`src/rtl/bilinear_fetch.sv`:
```
// Clamped 2x2 neighbourhood fetch: one request -> four sequential reads on a single
// synchronous-read port, presented together as P00/P01/P10/P11 behind valid/ready.
module bilinear_fetch #(
  parameter int PIX_W   = 8,
  parameter int COORD_W = 10,
  parameter int ADDR_W  = 16,
  parameter int MEM_LAT = 1
) (
  input  logic               clk,
  input  logic               rst,
  input  logic [COORD_W-1:0] src_width,
  input  logic [COORD_W-1:0] src_height,
  input  logic [ADDR_W-1:0]  base_addr,
  input  logic               req_valid,
  output logic               req_ready,
  input  logic [COORD_W-1:0] req_x,
  input  logic [COORD_W-1:0] req_y,
  output logic               mem_rd,
  output logic [ADDR_W-1:0]  mem_addr,
  input  logic [PIX_W-1:0]   mem_rdata,
  output logic               out_valid,
  input  logic               out_ready,
  output logic [PIX_W-1:0]   p00,
  output logic [PIX_W-1:0]   p01,
  output logic [PIX_W-1:0]   p10,
  output logic [PIX_W-1:0]   p11,
  output logic               x_edge,
  output logic               y_edge
);

  localparam int PW = 2 * COORD_W;

  typedef enum logic [2:0] {IDLE, CALC, ISSUE, DRAIN, HOLD} state_t;

  state_t             state_q;
  logic [COORD_W-1:0] x_q, y_q, w_q, h_q;
  logic [ADDR_W-1:0]  base_q;
  logic [COORD_W-1:0] x0_q, x1_q;
  logic [ADDR_W-1:0]  row0_q, row1_q;
  logic [1:0]         idx_q;
  logic               mem_rd_q;
  logic [ADDR_W-1:0]  mem_addr_q;
  logic               out_valid_q;
  logic [PIX_W-1:0]   p00_q, p01_q, p10_q, p11_q;
  logic               x_edge_q, y_edge_q;
  logic [MEM_LAT-1:0] tag_vld_q;
  logic [1:0]         tag_idx_q [MEM_LAT];

  logic [COORD_W-1:0] w_eff, h_eff, wm, hm;
  logic [COORD_W-1:0] x0_d, y0_d, x1_d, y1_d;
  logic [PW-1:0]      prod0, prod1;
  logic [ADDR_W-1:0]  row0_d, row1_d;
  logic [1:0]         idx_nx;
  logic [ADDR_W-1:0]  addr_nx;
  logic               ret_vld;
  logic [1:0]         ret_idx;

  // Clamp and row-address arithmetic, consumed only while in CALC.
  always_comb begin
    w_eff  = (w_q == '0) ? COORD_W'(1) : w_q;
    h_eff  = (h_q == '0) ? COORD_W'(1) : h_q;
    wm     = w_eff - COORD_W'(1);
    hm     = h_eff - COORD_W'(1);
    x0_d   = (x_q > wm) ? wm : x_q;
    y0_d   = (y_q > hm) ? hm : y_q;
    x1_d   = (x0_d == wm) ? x0_d : x0_d + COORD_W'(1);
    y1_d   = (y0_d == hm) ? y0_d : y0_d + COORD_W'(1);
    prod0  = PW'(y0_d) * PW'(w_eff);
    prod1  = PW'(y1_d) * PW'(w_eff);
    row0_d = base_q + ADDR_W'(prod0);
    row1_d = base_q + ADDR_W'(prod1);
  end

  // Read order: index bit 1 selects the row, bit 0 the column.
  always_comb begin
    idx_nx  = idx_q + 2'd1;
    addr_nx = (idx_nx[1] ? row1_q : row0_q) + ADDR_W'(idx_nx[0] ? x1_q : x0_q);
  end

  assign ret_vld = tag_vld_q[MEM_LAT-1];
  assign ret_idx = tag_idx_q[MEM_LAT-1];

  always_ff @(posedge clk) begin
    if (rst) begin
      state_q     <= IDLE;
      x_q         <= '0;
      y_q         <= '0;
      w_q         <= '0;
      h_q         <= '0;
      base_q      <= '0;
      x0_q        <= '0;
      x1_q        <= '0;
      row0_q      <= '0;
      row1_q      <= '0;
      idx_q       <= '0;
      mem_rd_q    <= 1'b0;
      mem_addr_q  <= '0;
      out_valid_q <= 1'b0;
      p00_q       <= '0;
      p01_q       <= '0;
      p10_q       <= '0;
      p11_q       <= '0;
      x_edge_q    <= 1'b0;
      y_edge_q    <= 1'b0;
      tag_vld_q   <= '0;
      for (int k = 0; k < MEM_LAT; k++) tag_idx_q[k] <= '0;
    end else begin
      tag_vld_q[0] <= mem_rd_q;
      tag_idx_q[0] <= idx_q;
      for (int k = 1; k < MEM_LAT; k++) begin
        tag_vld_q[k] <= tag_vld_q[k-1];
        tag_idx_q[k] <= tag_idx_q[k-1];
      end

      if (ret_vld) begin
        case (ret_idx)
          2'd0:    p00_q <= mem_rdata;
          2'd1:    p01_q <= mem_rdata;
          2'd2:    p10_q <= mem_rdata;
          default: p11_q <= mem_rdata;
        endcase
      end

      case (state_q)
        IDLE: begin
          if (req_valid) begin
            x_q     <= req_x;
            y_q     <= req_y;
            w_q     <= src_width;
            h_q     <= src_height;
            base_q  <= base_addr;
            state_q <= CALC;
          end
        end
        CALC: begin
          x0_q       <= x0_d;
          x1_q       <= x1_d;
          row0_q     <= row0_d;
          row1_q     <= row1_d;
          x_edge_q   <= (x1_d == x0_d);
          y_edge_q   <= (y1_d == y0_d);
          idx_q      <= 2'd0;
          mem_rd_q   <= 1'b1;
          mem_addr_q <= row0_d + ADDR_W'(x0_d);
          state_q    <= ISSUE;
        end
        ISSUE: begin
          if (idx_q == 2'd3) begin
            mem_rd_q <= 1'b0;
            state_q  <= DRAIN;
          end else begin
            idx_q      <= idx_nx;
            mem_addr_q <= addr_nx;
          end
        end
        DRAIN: begin
          if (ret_vld && ret_idx == 2'd3) begin
            out_valid_q <= 1'b1;
            state_q     <= HOLD;
          end
        end
        HOLD: begin
          if (out_ready) begin
            out_valid_q <= 1'b0;
            state_q     <= IDLE;
          end
        end
        default: state_q <= IDLE;
      endcase
    end
  end

  assign req_ready = (state_q == IDLE) && !rst;
  assign mem_rd    = mem_rd_q;
  assign mem_addr  = mem_addr_q;
  assign out_valid = out_valid_q;
  assign p00       = p00_q;
  assign p01       = p01_q;
  assign p10       = p10_q;
  assign p11       = p11_q;
  assign x_edge    = x_edge_q;
  assign y_edge    = y_edge_q;

  a_rd_only_in_issue: assert property (@(posedge clk) disable iff (rst)
    mem_rd_q |-> (state_q == ISSUE));

endmodule
```
`config.mk`:
```
export PLATFORM = sky130hd
export DESIGN_NAME = bilinear_fetch
export DESIGN_NICKNAME = d
export VERILOG_FILES = /design/src/rtl/bilinear_fetch.sv
export SDC_FILE = /design/constraint.sdc
export NUM_CORES = 1
export LEC_CHECK = 0
export CAP_MARGIN = 20
export CORE_ASPECT_RATIO = 0.7
export CORE_MARGIN = 2
export CORE_UTILIZATION = 62
export CTS_CLUSTER_DIAMETER = 200
export DETAILED_ROUTE_END_ITERATION = 8
export PLACE_DENSITY = 0.8
export SETUP_SLACK_MARGIN = 0.3
export SYNTH_ARGS = -nofsm -noshare
export SYNTH_HDL_FRONTEND = slang
export SYNTH_SLANG_ARGS = --single-unit
```
`constraint.sdc`:
```
create_clock -name clk -period 13.6 [get_ports clk]
set_input_delay 3.4 -clock clk [delete_from_list [all_inputs] [get_ports clk]]
set_output_delay 3.4 -clock clk [all_outputs]
set_load 0.05 [all_outputs]
```
Word level (Yosys, flattened, before mapping). Memory sizes are Yosys's and may differ from the RTL's. Cells that the tools add are included.

Flip-flop bits (word level): 166. RAM bits: 2. Input bits: 68. Output and inout port bits: 53. Word-level logic and storage cells: 100. Memories: 1.

Add/subtract/negate cells: 9. Multipliers: 2. Magnitude comparators: 2. Equality and inequality tests: 17. Mux-type cells: 27. Bitwise operators: 1. Reductions and logical operators: 20.

Memory list: tag_idx_q (words 1, bits a word 2, read ports 1, clocked after Yosys merged registers in 0, write ports 1, RTL line 47) `logic [1:0] tag_idx_q [MEM_LAT];`.

Operators with widths (number): $mux 10 (7); $eq 10x10->1 (4); $add 16x10->16 (2); $add 16x16->16 (2); $mul 10x10->16 (2); $mux 16 (2); $pmux 16 s2 (1); $add 10x1->10 const B (2); $gt 10x10->1 (2); $logic_not 10->1 (2); $sub 10x1->10 const B (2); $pmux 3 s5 (1); $reduce_and 2->1 (7); $mux 3 (4); $ne 2x2->1 const B (5); $mux 1 (7); $eq 2x2->1 const B (3); $eq 3x2->1 const B (2); $mux 2 (2); $pmux 1 s2 (2); $pmux 2 s2 (1); $reduce_and 4->1 (1); $reduce_bool 2->1 (2); $eq 3x1->1 const B (1); 11 further kinds (12).

Depth between registers and ports, before layout. Gate-level depths: netlist of run 1.

Word-level depth: 9. Depth in mapped cells: 41. Depth with buffers taken out: 38.

Worst setup path after synthesis of run 1. Ideal clock, no wire load.

Path type: flip-flop to flip-flop. Start point: register h_q[6]. End point: register row1_q[14]. Library setup time: 0.058 ns. Data arrival time: 8.737 ns. Data required time: 13.542 ns. Path slack: 4.806 ns. Cell stages (with the launch flop): 39. Buffers on the path: 3. Clock period less this slack: 8.794 ns. Cell sequence: dfxtp_1 -> clkbuf_1 -> nor4_4 -> a31oi_1 -> ha_1 -> nor3b_4 -> xnor2_1 -> ha_1 -> and3_1 -> o21ai_0 -> a31oi_1 -> o21ai_1 -> clkbuf_1 -> nand2_1 -> o21ai_0 -> clkbuf_1 -> ha_1 -> nand3_1 -> (+3 left out) -> fa_1 -> inv_1 -> fa_1 -> inv_1 -> fa_1 -> inv_1 -> fa_1 -> inv_1 -> fa_1 -> inv_1 -> ha_1 -> a21boi_0 -> o21ai_0 -> a21boi_0 -> o21a_1 -> o41a_1 -> nor4b_1 -> a211o_1.

Word-level cells in the longest chain between the ends: 9. Elaborated cells between the ends (all ways): 10. Classes of those cells: 3 x add/sub; 1 x mul; 1 x order compare; 1 x eq/ne; 3 x mux; 1 x reduce/logical.

RTL lines: from (decl) (RTL line 36) `logic [COORD_W-1:0] x_q, y_q, w_q, h_q;`; from (signal assigned) (RTL line 130) `h_q <= src_height;`; $logic_not 10->1 (RTL line 61) `h_eff = (h_q == '0) ? COORD_W'(1) : h_q;`; $mux 10 (*) (RTL line 61); $sub 10x1->10 (*) (RTL line 63) `hm = h_eff - COORD_W'(1);`; $gt 10x10->1 (RTL line 65) `y0_d = (y_q > hm) ? hm : y_q;`; $mux 10 (RTL line 65); $add 10x1->10 or $eq 10x10->1 (tied branches) (RTL line 67) `y1_d = (y0_d == hm) ? y0_d : y0_d + COORD_W'(1);`; $mux 10 (*) (RTL line 67); $mul 10x10->16 (*) (RTL line 69) `prod1 = PW'(y1_d) * PW'(w_eff);`; $add 16x16->16 (*) (RTL line 71) `row1_d = base_q + ADDR_W'(prod1);`; to (signal assigned) (RTL line 139) `row1_q <= row1_d;`; to (decl) (RTL line 39) `logic [ADDR_W-1:0] row0_q, row1_q;`.

Mark *: on every way between the ends. The rest lies on a longest branch, timed or not. A chain may end at the register's enable or synchronous reset.

Final worst setup path of run 1.
Start point: register h_q[2]. End point: register row1_q[14].

The elaborated chain is that of the path after synthesis.

==> reports/summary.json, run 1 <==
{
  "status": "completed",
  "fp.coreArea_mm2": 0.0247,
  "p_sw_frac": 0.433,
  "worst_setup_path_end_kind": "flip-flop",
  "ys_top_cells_by_count": "nand2_1 (326), inv_1 (248), dfxtp_1 (168), fa_1 (146), a21oi_1 (142)",
  "post_synth_instance_area_mm2": 0.0157,
  "drcViolationCount": 0,
  "cts-htree-levels": 4,
  "prevailing_post_synth_register_cell": "dfxtp_1",
  "grt_max_degree": 105,
  "portBuffers": 120,
  "synthesis.yosys.warnings": 0,
  "p_int_w": 0.00120,
  "share_clk_of_total_power": 0.242,
  "fill_cell_count": 1981,
  "synthDominantCellAreaShare": 0.214,
  "post-cts-setup-buffers": 0,
  "synth.most_common_cell": "nand2_1",
  "antennaDiodeCount": 0,
  "final-setup-viol-count": 0,
  "crit_path_top_delay_cell": "o21ai_0",
  "ctsLongestPathBuffers": 2,
  "finalWirelength_um": 41800,
  "fp.dieH_um": 137,
  "part_of_the_cycle_the_worst_path_needs": 0.737,
  "seq_power_share": 0.270,
  "full_die_area_mm2": 0.0266,
  "yosys.area.top_type": "dfxtp_1",
  "fmax_mhz": 99.8,
  "synth_nets": 2252,
  "clock_skew_ns": 0.0147,
  "numCtsBuffers": 17,
  "first_iter_violations": 1122,
  "top_cells_by_area_in_the_synthesized_netlist": "dfxtp_1 (21%), fa_1 (19%), ha_1 (10%)",
  "timing_hold_violations_final": 0,
  "detailroute.via_count": 13138,
  "syn_area_per_cell_um2": 8.20,
  "layout-drive-gt1-share": 0.0512,
  "pwr-share-comb": 0.488,
  "wire_length_of_the_first_global_routing_pass_um": 67200,
  "grt-ovfl-total": 0,
  "dp.final_hpwl_um": 31700,
  "gpl.final_weighted_congestion": 0.933,
  "clock_network_latency_to_the_later_pin_of_the_worst_skew_pair_ns": 0.45,
  "cts_resized": 0,
  "p_per_area_mw_per_mm2": 119,
  "synth_sequential_area_ratio": 0.214,
  "clk_root_buffer_cell": "clkbuf_16",
  "buffer_and_inverter_count_on_the_worst_path": 3,
  "worst_setup_path_start_kind": "flip-flop",
  "timing.max_slew.rel_slack": 0.281,
  "cp_max_fo": 18,
  "dpl.cell_count": 2284,
  "timing.hold.worst.class": "reg -> reg",
  "hold_worst_slack_ns": 0.453,
  "worst_slack_ns": 3.58,
  "via_per_inst": 5.67,
  "irDropWorstVdd_mv": 0.113,
  "final_nets": 2317,
  "cts_tree": "built",
  "detailedRoute.firstPassIterationCount": 5,
  "multiInputGateArea_mm2": 0.0110,
  "finalPower_w": 0.00212,
  "worst-endpoint-arrival_ns": 10.41,
  "rsz0062_at_grt": "false",
  "grt_pass1_vias": 12964,
  "critPathMaxStageDelay_ns": 0.80,
  "drt.antenna.violating_nets": 0,
  "timing.setup.tns_ns": 0,
  "synth_async_sr_flop_share": 0,
  "clock_sinks": 168,
  "critical_path.top_delay_family": "adder cells",
  "final-seq-area_mm2": 0.00336,
  "routedWlPerCell_um": 18.0,
  "timing.critical_path.mode_cell": "ha_1",
  "pin_count": 121,
  "edff_count_synth": 0,
  "max_slew.worst_pin.slew_ns": 1.08,
  "cellLeakagePower_nw": 8.12,
  "synth_seq_cells": 168,
  "slew_viol_final": 0,
  "p_sw_w": 0.000918,
  "track_usage": 0.323,
  "cts_hold_repair.buffers": 0,
  "critical_path_required_ns": 13.98,
  "dieWidth_um": 194,
  "ys_types": 67,
  "postSynthCellCount": 1913,
  "cts.reportedPaths.clkPinSlew_ns": 0.08,
  "initial_utilization": 0.634,
  "drv_cap": 0,
  "grt_antenna_before_repair": 1,
  "layout-area-overhead-vs-synth_pct": 13.0,
  "dpl_worst_slack_ns": 3.73,
  "instances_no_fill": 2316,
  "period_needed_ns": 10.02,
  "core.rowCount": 48,
  "criticalPathCategory": "reg -> reg"
}
[layout make-up]
type,count,share of cell area
Inverter,250,0.0530
Clock buffer,18,0.0248
Timing Repair Buffer,144,0.0778
Sequential cell,168,0.190
Multi-Input combinational cell,1397,0.621
Clock inverter,14,0.0104
Tap cell,325,0.0229
[registers in the layout (all words and copies together), names as in the netlist, 2 cells and up]
register and cells:
h_q 10, row1_q 16, p00 8, p01 8, state_q 3, tag_idx_q 2
row0_q 16, y_q 10, mem_addr 16, x1_q 10, p10 8, x_q 10
base_q 16, p11 8, w_q 10, idx_q 2, x0_q 10
[logic make-up (layout without fill, tap and decap cells)]
family / Yosys count / after routing / share of synthesized area
compound gates: 284 / 284 / 0.109
xor+xnor: 104 / 104 / 0.0612
fa+ha+maj: 271 / 271 / 0.286
buf+inv: 348 / 426 / 0.0839
flops: 168 / 168 / 0.214
mux: 68 / 68 / 0.0451
simple gates: 670 / 670 / 0.200
[worst min-delay path, stage by stage, from the launching register on]
cell and delay, ns:
dfxtp_1 0.31, nand2_1 0.05, a21oi_1 0.05
[layer usage]
layer	vias to the layer above	global-route usage	part of all wire
li1	6282	-	-
met1	6238	0.453	0.45
met2	557	0.505	0.44
met3	59	0.0749	0.091
met4	2	0.0854	0.020
met5	-	0	0.00031
[final timing paths]
check	cells past startpoint	slack [ns]	to	from
max	34	3.58	row1_q[14]	h_q[2]
max reg2reg	34	3.58	row1_q[14]	h_q[2]
min reg2reg	2	0.45	row0_q[8]	row0_q[8]
min	2	0.45	row0_q[8]	row0_q[8]
[power by group through the flow]
stage | Combinational [W] | Clock, W | Sequential, W
after global routing | 0.00115 | 0.000536 | 0.000576
after global placement | 0.000982 | 0 | 0.000579
after floorplan | 0.000706 | 0 | 0.000596
final | 0.00103 | 0.000512 | 0.000571
after detailed placement | 0.00101 | 0 | 0.000581
after CTS | 0.00102 | 0.000518 | 0.000570
[through the flow]
step                 util  cell area (um2)
detailed placement  0.691            17100
finish              0.716            17700
global placement    0.691            17100
CTS                 0.716            17700
floorplan               -            15700
global route        0.716            17700
[placed cells by master, fill, tap and decap left out, types with 26 or more instances in the layout]
cell type        count
a21oi_1            142
nand2_1            325
a211oi_1            29
nor3_1              26
nor2_1             112
clkdlybuf4s50_1    119
xor2_1              40
o21ai_0             34
and2_1              84
fa_1               146
dfxtp_1            168
mux2i_1             47
inv_1              248
xnor2_1             60
ha_1               125
Note: power is estimated with default switching activity, not from simulation.
==> run 2, diff against run 1 <==
- CORE_UTILIZATION: 62 -> 55
- PLACE_DENSITY: 0.8 -> 0.75
- clock period: 13.6 -> 8.3 ns (I/O delays scaled with it)
==> reports/summary.json, run 2 (synthesis results as in run 1) <==
{
  "hp-start": "x0_q[1]",
  "clk_root_buffer_cell": "clkbuf_16",
  "irDropWorstVdd_mv": 0.135,
  "fmax_mhz": 123,
  "pin_count": 121,
  "cp_max_fo": 4,
  "gpl.final_weighted_congestion": 0.922,
  "initial_utilization": 0.561,
  "antennaDiodeCount": 0,
  "critPathMaxStageDelay_ns": 0.55,
  "most-common-layout-cells": "nand2_1 (313), inv_1 (237), dfxtp_1 (159), fa_1 (136), a21oi_1 (134)",
  "clock_network_latency_to_the_later_pin_of_the_worst_skew_pair_ns": 0.46,
  "dp.final_hpwl_um": 33900,
  "portBuffers": 120,
  "r2r.worst_path.cells": 33,
  "rsz0062_at_grt": "true",
  "max_slew.worst_pin.slew_ns": 0.908,
  "track_usage": 0.303,
  "drcViolationCount": 0,
  "layout-drive-gt1-share": 0.161,
  "cellLeakagePower_nw": 8.79,
  "share_clk_of_total_power": 0.210,
  "r2r_setup_slack_ns": 0.17,
  "dpl.cell_count": 2380,
  "slew_viol_final": 0,
  "clock_skew_ns": 0.0229,
  "timing.hold.worst.class": "reg -> reg",
  "most_frequent_standard_cell_in_the_layout_excluding_fill_and_tap_cells": "nand2_1",
  "timing.max_slew.rel_slack": 0.393,
  "critical_path_required_ns": 8.66,
  "worstHoldPathCells": 2,
  "regToRegEndpoint": "mem_addr[15]",
  "first_iter_violations": 1214,
  "worst-endpoint-arrival_ns": 8.48,
  "placed_area_mm2": 0.0176,
  "fp.coreArea_mm2": 0.0279,
  "drt.antenna.violating_nets": 0,
  "ctsLongestPathBuffers": 2,
  "core.rowCount": 51,
  "p_sw_frac": 0.432,
  "hold-path-endpoint": "x0_q[1]",
  "p_per_area_mw_per_mm2": 206,
  "cts-htree-levels": 4,
  "cts_tree": "built",
  "clock_sinks": 168,
  "via_per_inst": 5.54,
  "dpl_worst_slack_ns": -0.116,
  "part_of_the_cycle_the_worst_path_needs": 0.979,
  "crit_path_top_delay_cell": "fa_1",
  "timing_hold_violations_final": 0,
  "wire_length_of_the_first_global_routing_pass_um": 70600,
  "final_area_mm2": 0.0194,
  "numCtsBuffers": 17,
  "p_int_w": 0.00228,
  "layout-area-overhead-vs-synth_pct": 23.9,
  "crit-reg2reg-launch": "h_q[3]",
  "timing.critical_path.mode_cell": "fa_1",
  "grt_pass1_vias": 13248,
  "cts.reportedPaths.clkPinSlew_ns": 0.09,
  "instances_no_fill": 2464,
  "fp.dieH_um": 145,
  "finalWirelength_um": 45700,
  "pwr-share-comb": 0.557,
  "full_die_area_mm2": 0.0299,
  "seq_power_share": 0.233,
  "worst_setup_path_end_kind": "flip-flop",
  "final_nets": 2419,
  "criticalPathCategory": "reg -> reg",
  "grt-ovfl-total": 0,
  "worst_setup_path_start_kind": "flip-flop",
  "final-setup-viol-count": 0,
  "status": "completed",
  "detailroute.via_count": 13641,
  "grt_max_degree": 108,
  "detailedRoute.firstPassIterationCount": 5,
  "grt_antenna_before_repair": 0,
  "p_sw_w": 0.00173,
  "routedWlPerCell_um": 18.5,
  "drv_cap": 0,
  "worst_slack_ns": 0.174,
  "period_needed_ns": 8.13,
  "dieWidth_um": 206
}
[run 2: cell types whose count changed in the layout (fill, tap and decap cells not counted), sizes merged]
| cell | before | now |
|---|---|---|
| nand2 | 327 | 328 |
| clkinvlp | 2 | 0 |
| o21ai | 42 | 43 |
| clkinv | 6 | 9 |
| clkbuf | 18 | 17 |
| buf | 25 | 125 |
[run 2: worst max-delay path: cells and delay by family (launching register included)]
family | cells | cell delay (ns)
AOI/OAI and AO/OA | 8 | 1.88
xor gates and xnor gates | 3 | 0.38
adders and majority gates | 8 | 3.37
buffers and inverters | 7 | 0.53
DFF | 1 | 0.36
muxes | 1 | 0.34
and+or+nand+nor | 6 | 1.14
[run 2: repair_timing]
action                                  CTS  global route
hold buffers                              0             0
resized for setup                        47           120
gates cloned                              2             0
setup buffers                            17            32
endpoints found under the setup margin   13            19
pin swaps                                25            79
[run 2: routing by layer]
| metal | global-route usage | part of all wire |
|---|---|---|
| met1 | 0.438 | 0.47 |
| met2 | 0.443 | 0.43 |
| met3 | 0.0854 | 0.084 |
| met4 | 0.0800 | 0.024 |
| met5 | 0 | 0 |
[run 2: power by group through the flow]
| stage | Combinational (W) | Sequential, W | Clock, W |
|---|---|---|---|
| after global placement | 0.00176 | 0.000946 | 0 |
| final | 0.00223 | 0.000934 | 0.000843 |
| after detailed placement | 0.00180 | 0.000949 | 0 |
| after floorplan | 0.00119 | 0.000977 | 0 |
| after global routing | 0.00242 | 0.000941 | 0.000885 |
| after CTS | 0.00190 | 0.000931 | 0.000855 |
[run 2: layout make-up]
class / instances / area, um2
clock buffer: 17 / 425
clock inverter: 15 / 205
fill: 2203 / 8510
inverter: 250 / 938
multi-input combinational: 1399 / 11800
sequential: 168 / 3380
tap: 371 / 464
timing repair buffer: 244 / 2200
[run 2: worst max-delay path by stage]
stage	start	end	slack [ns]	depth (start not counted)
3_3_place_gp	h_q[0]	mem_addr[15]	0.1	28
3_5_place_dp	h_q[1]	mem_addr[15]	-0.12	33
6_report	h_q[3]	mem_addr[15]	0.17	33
5_1_grt	h_q[6]	mem_addr[13]	-0.15	37
2_1_floorplan	h_q[5]	row1_q[14]	0.12	38
4_1_cts	h_q[5]	row1_q[14]	0.25	36
[run 2: stage by stage]
step	util	hold WS, ns	setup TNS, ns	total power (W)
6_report	0.695	0.455	0	0.00401
5_1_grt	0.695	0.472	-0.512	0.00425
4_1_cts	0.666	0.455	0	0.00369
3_5_place_dp	0.631	0.445	-0.276	0.00275
3_3_place_gp	0.631	0.437	0	0.00271
2_1_floorplan	-	0.428	0	0.00217
==> run 3, diff against run 2 <==
- CORE_ASPECT_RATIO: 0.7 -> default
==> reports/summary.json, run 3 (synthesis results as in run 1) <==
{
  "status": "completed",
  "initial_utilization": 0.561,
  "via_per_inst": 5.53,
  "timing.hold.worst.class": "reg -> reg",
  "pin_count": 121,
  "setup.worst_path.start": "h_q[9]",
  "drcViolationCount": 0,
  "period_needed_ns": 8.17,
  "critPathMaxStageDelay_ns": 0.54,
  "layout-area-overhead-vs-synth_pct": 22.3,
  "max_slew.worst_pin.slew_ns": 1.01,
  "hold_worst_slack_ns": 0.460,
  "dieWidth_um": 173,
  "finalWirelength_um": 43800,
  "wire_length_of_the_first_global_routing_pass_um": 67500,
  "critical_path_required_ns": 8.63,
  "r2r.worst_path.cells": 34,
  "track_usage": 0.282,
  "instances_no_fill": 2454,
  "r2r_setup_slack_ns": 0.13,
  "cts.reportedPaths.clkPinSlew_ns": 0.07,
  "full_die_area_mm2": 0.0299,
  "irDropWorstVdd_mv": 0.147,
  "finalPower_w": 0.00392,
  "grt_antenna_before_repair": 0,
  "worst_setup_path_end_kind": "flip-flop",
  "dpl.cell_count": 2385,
  "portBuffers": 120,
  "regToRegEndpoint": "mem_addr[15]",
  "fill_cell_count": 2226,
  "final-setup-viol-count": 0,
  "routedWlPerCell_um": 17.8,
  "p_per_area_mw_per_mm2": 204,
  "clock_skew_ns": 0.0138,
  "detailroute.via_count": 13567,
  "most-common-layout-cells": "nand2_1 (318), inv_1 (244), dfxtp_1 (160), fa_1 (143), a21oi_1 (136)",
  "criticalPathCategory": "reg -> reg",
  "path_depth": 34,
  "final_nets": 2402,
  "timing_hold_violations_final": 0,
  "numCtsBuffers": 17,
  "fp.dieH_um": 173,
  "detailedRoute.firstPassIterationCount": 5,
  "drv_cap": 0,
  "slew_viol_final": 0,
  "rsz0062_at_grt": "true",
  "most_frequent_standard_cell_in_the_layout_excluding_fill_and_tap_cells": "nand2_1",
  "fmax_mhz": 122,
  "clk_root_buffer_cell": "clkbuf_16",
  "buffer_and_inverter_count_on_the_worst_path": 7,
  "cts_hold_repair.buffers": 0,
  "worst_setup_path_endpoint": "mem_addr[15]",
  "antennaDiodeCount": 0,
  "cts_tree": "built",
  "crit-reg2reg-launch": "h_q[9]",
  "gpl.final_weighted_congestion": 0.868,
  "grt_max_degree": 81,
  "core.rowCount": 61,
  "layout-drive-gt1-share": 0.144,
  "grt_pass1_vias": 13267,
  "grt-ovfl-total": 0,
  "ctsLongestPathBuffers": 2,
  "fp.coreArea_mm2": 0.0279,
  "worst-endpoint-arrival_ns": 8.50,
  "cts-htree-levels": 4,
  "crit_path_top_delay_cell": "fa_1",
  "drt.antenna.violating_nets": 0,
  "timing.max_slew.rel_slack": 0.327,
  "cellLeakagePower_nw": 8.70,
  "critical_path.top_delay_family": "adder cells",
  "worst_setup_path_start_kind": "flip-flop",
  "first_iter_violations": 964,
  "clock_network_latency_to_the_later_pin_of_the_worst_skew_pair_ns": 0.45,
  "timing.critical_path.mode_cell": "fa_1",
  "clock_sinks": 168,
  "part_of_the_cycle_the_worst_path_needs": 0.985,
  "cp_max_fo": 7,
  "dp.final_hpwl_um": 31700
}
## run 3: changes by cell type in the layout (fill, tap and decap cells not counted), moves of 4 or more
| cell | previous run | this run |
|---|---|---|
| buf_4 | 114 | 100 |
| fa_1 | 136 | 143 |
| fa_2 | 10 | 3 |
| inv_1 | 237 | 244 |
| inv_2 | 12 | 5 |
| nand2_1 | 313 | 318 |
| buf_6 | 8 | 4 |
| ha_4 | 12 | 8 |
## run 3: worst min-delay path by stage
| stage | start | endpoint | slack, ns | depth (start not counted) |
|---|---|---|---|---|
| after floorplan | row1_q[8] | row1_q[8] | 0.43 | 2 |
| after CTS | row0_q[5] | row0_q[5] | 0.46 | 2 |
| final | x0_q[7] | x0_q[7] | 0.46 | 2 |
| after global placement | x0_q[8] | x0_q[8] | 0.44 | 2 |
| after detailed placement | x0_q[1] | x0_q[1] | 0.44 | 2 |
| after global routing | x0_q[7] | x0_q[7] | 0.47 | 2 |
## run 3: repair_timing
action	in CTS	in global routing
cloned	1	1
endpoints found under the setup margin	12	16
pin swaps	18	52
buffers inserted	14	20
gates resized for setup	31	103
## run 3: final cells by class
cell class                 count  area [um2]  share of cell area
clock buffer                  17         425              0.0222
clock inverter                15         194              0.0101
inverter                     250         938              0.0489
multi-input combinational   1398       11700               0.610
sequential                   168        3380               0.176
tap                          378         473              0.0247
timing repair buffer         228        2070               0.108
## run 3: where the power goes
group,switching (W),internal [W],leakage [nW]
registers,0.0000575,0.000868,1.37
clock network,0.000431,0.000413,0.300
logic,0.00123,0.000917,7.02
total,0.00172,0.00220,8.70
## run 3: routing by layer
layer | vias up | wire length [um] | global-route usage
met4 | 0 | 1440 | 0.0904
met2 | 473 | 21400 | 0.491
li1 | 6450 | - | -
met5 | - | 0 | 0
met1 | 6543 | 18400 | 0.364
met3 | 101 | 2500 | 0.0354
## run 3: metrics by stage
step                      setup TNS (ns)  setup WS [ns]   util  cell area, um2
final                                  0          0.127  0.687           19200
after global routing              -0.318         -0.126  0.687           19200
after CTS                              0          0.301  0.663           18500
after detailed placement          -0.324         -0.181  0.632           17600
after global placement                 0          0.106  0.632           17600
after floorplan                        0          0.115      -           15800
## run 3: worst reg2reg max path, delay by kind of cell, from the launching register on
| family | cells | cell delay, ns |
|---|---|---|
| adder cells (fa/ha/maj) | 8 | 3.13 |
| AO/OA/AOI/OAI | 7 | 1.55 |
| buffers and inverters | 7 | 0.70 |
| AND/OR/NAND/NOR | 9 | 1.66 |
| XOR/XNOR | 3 | 0.71 |
| flip-flops | 1 | 0.35 |
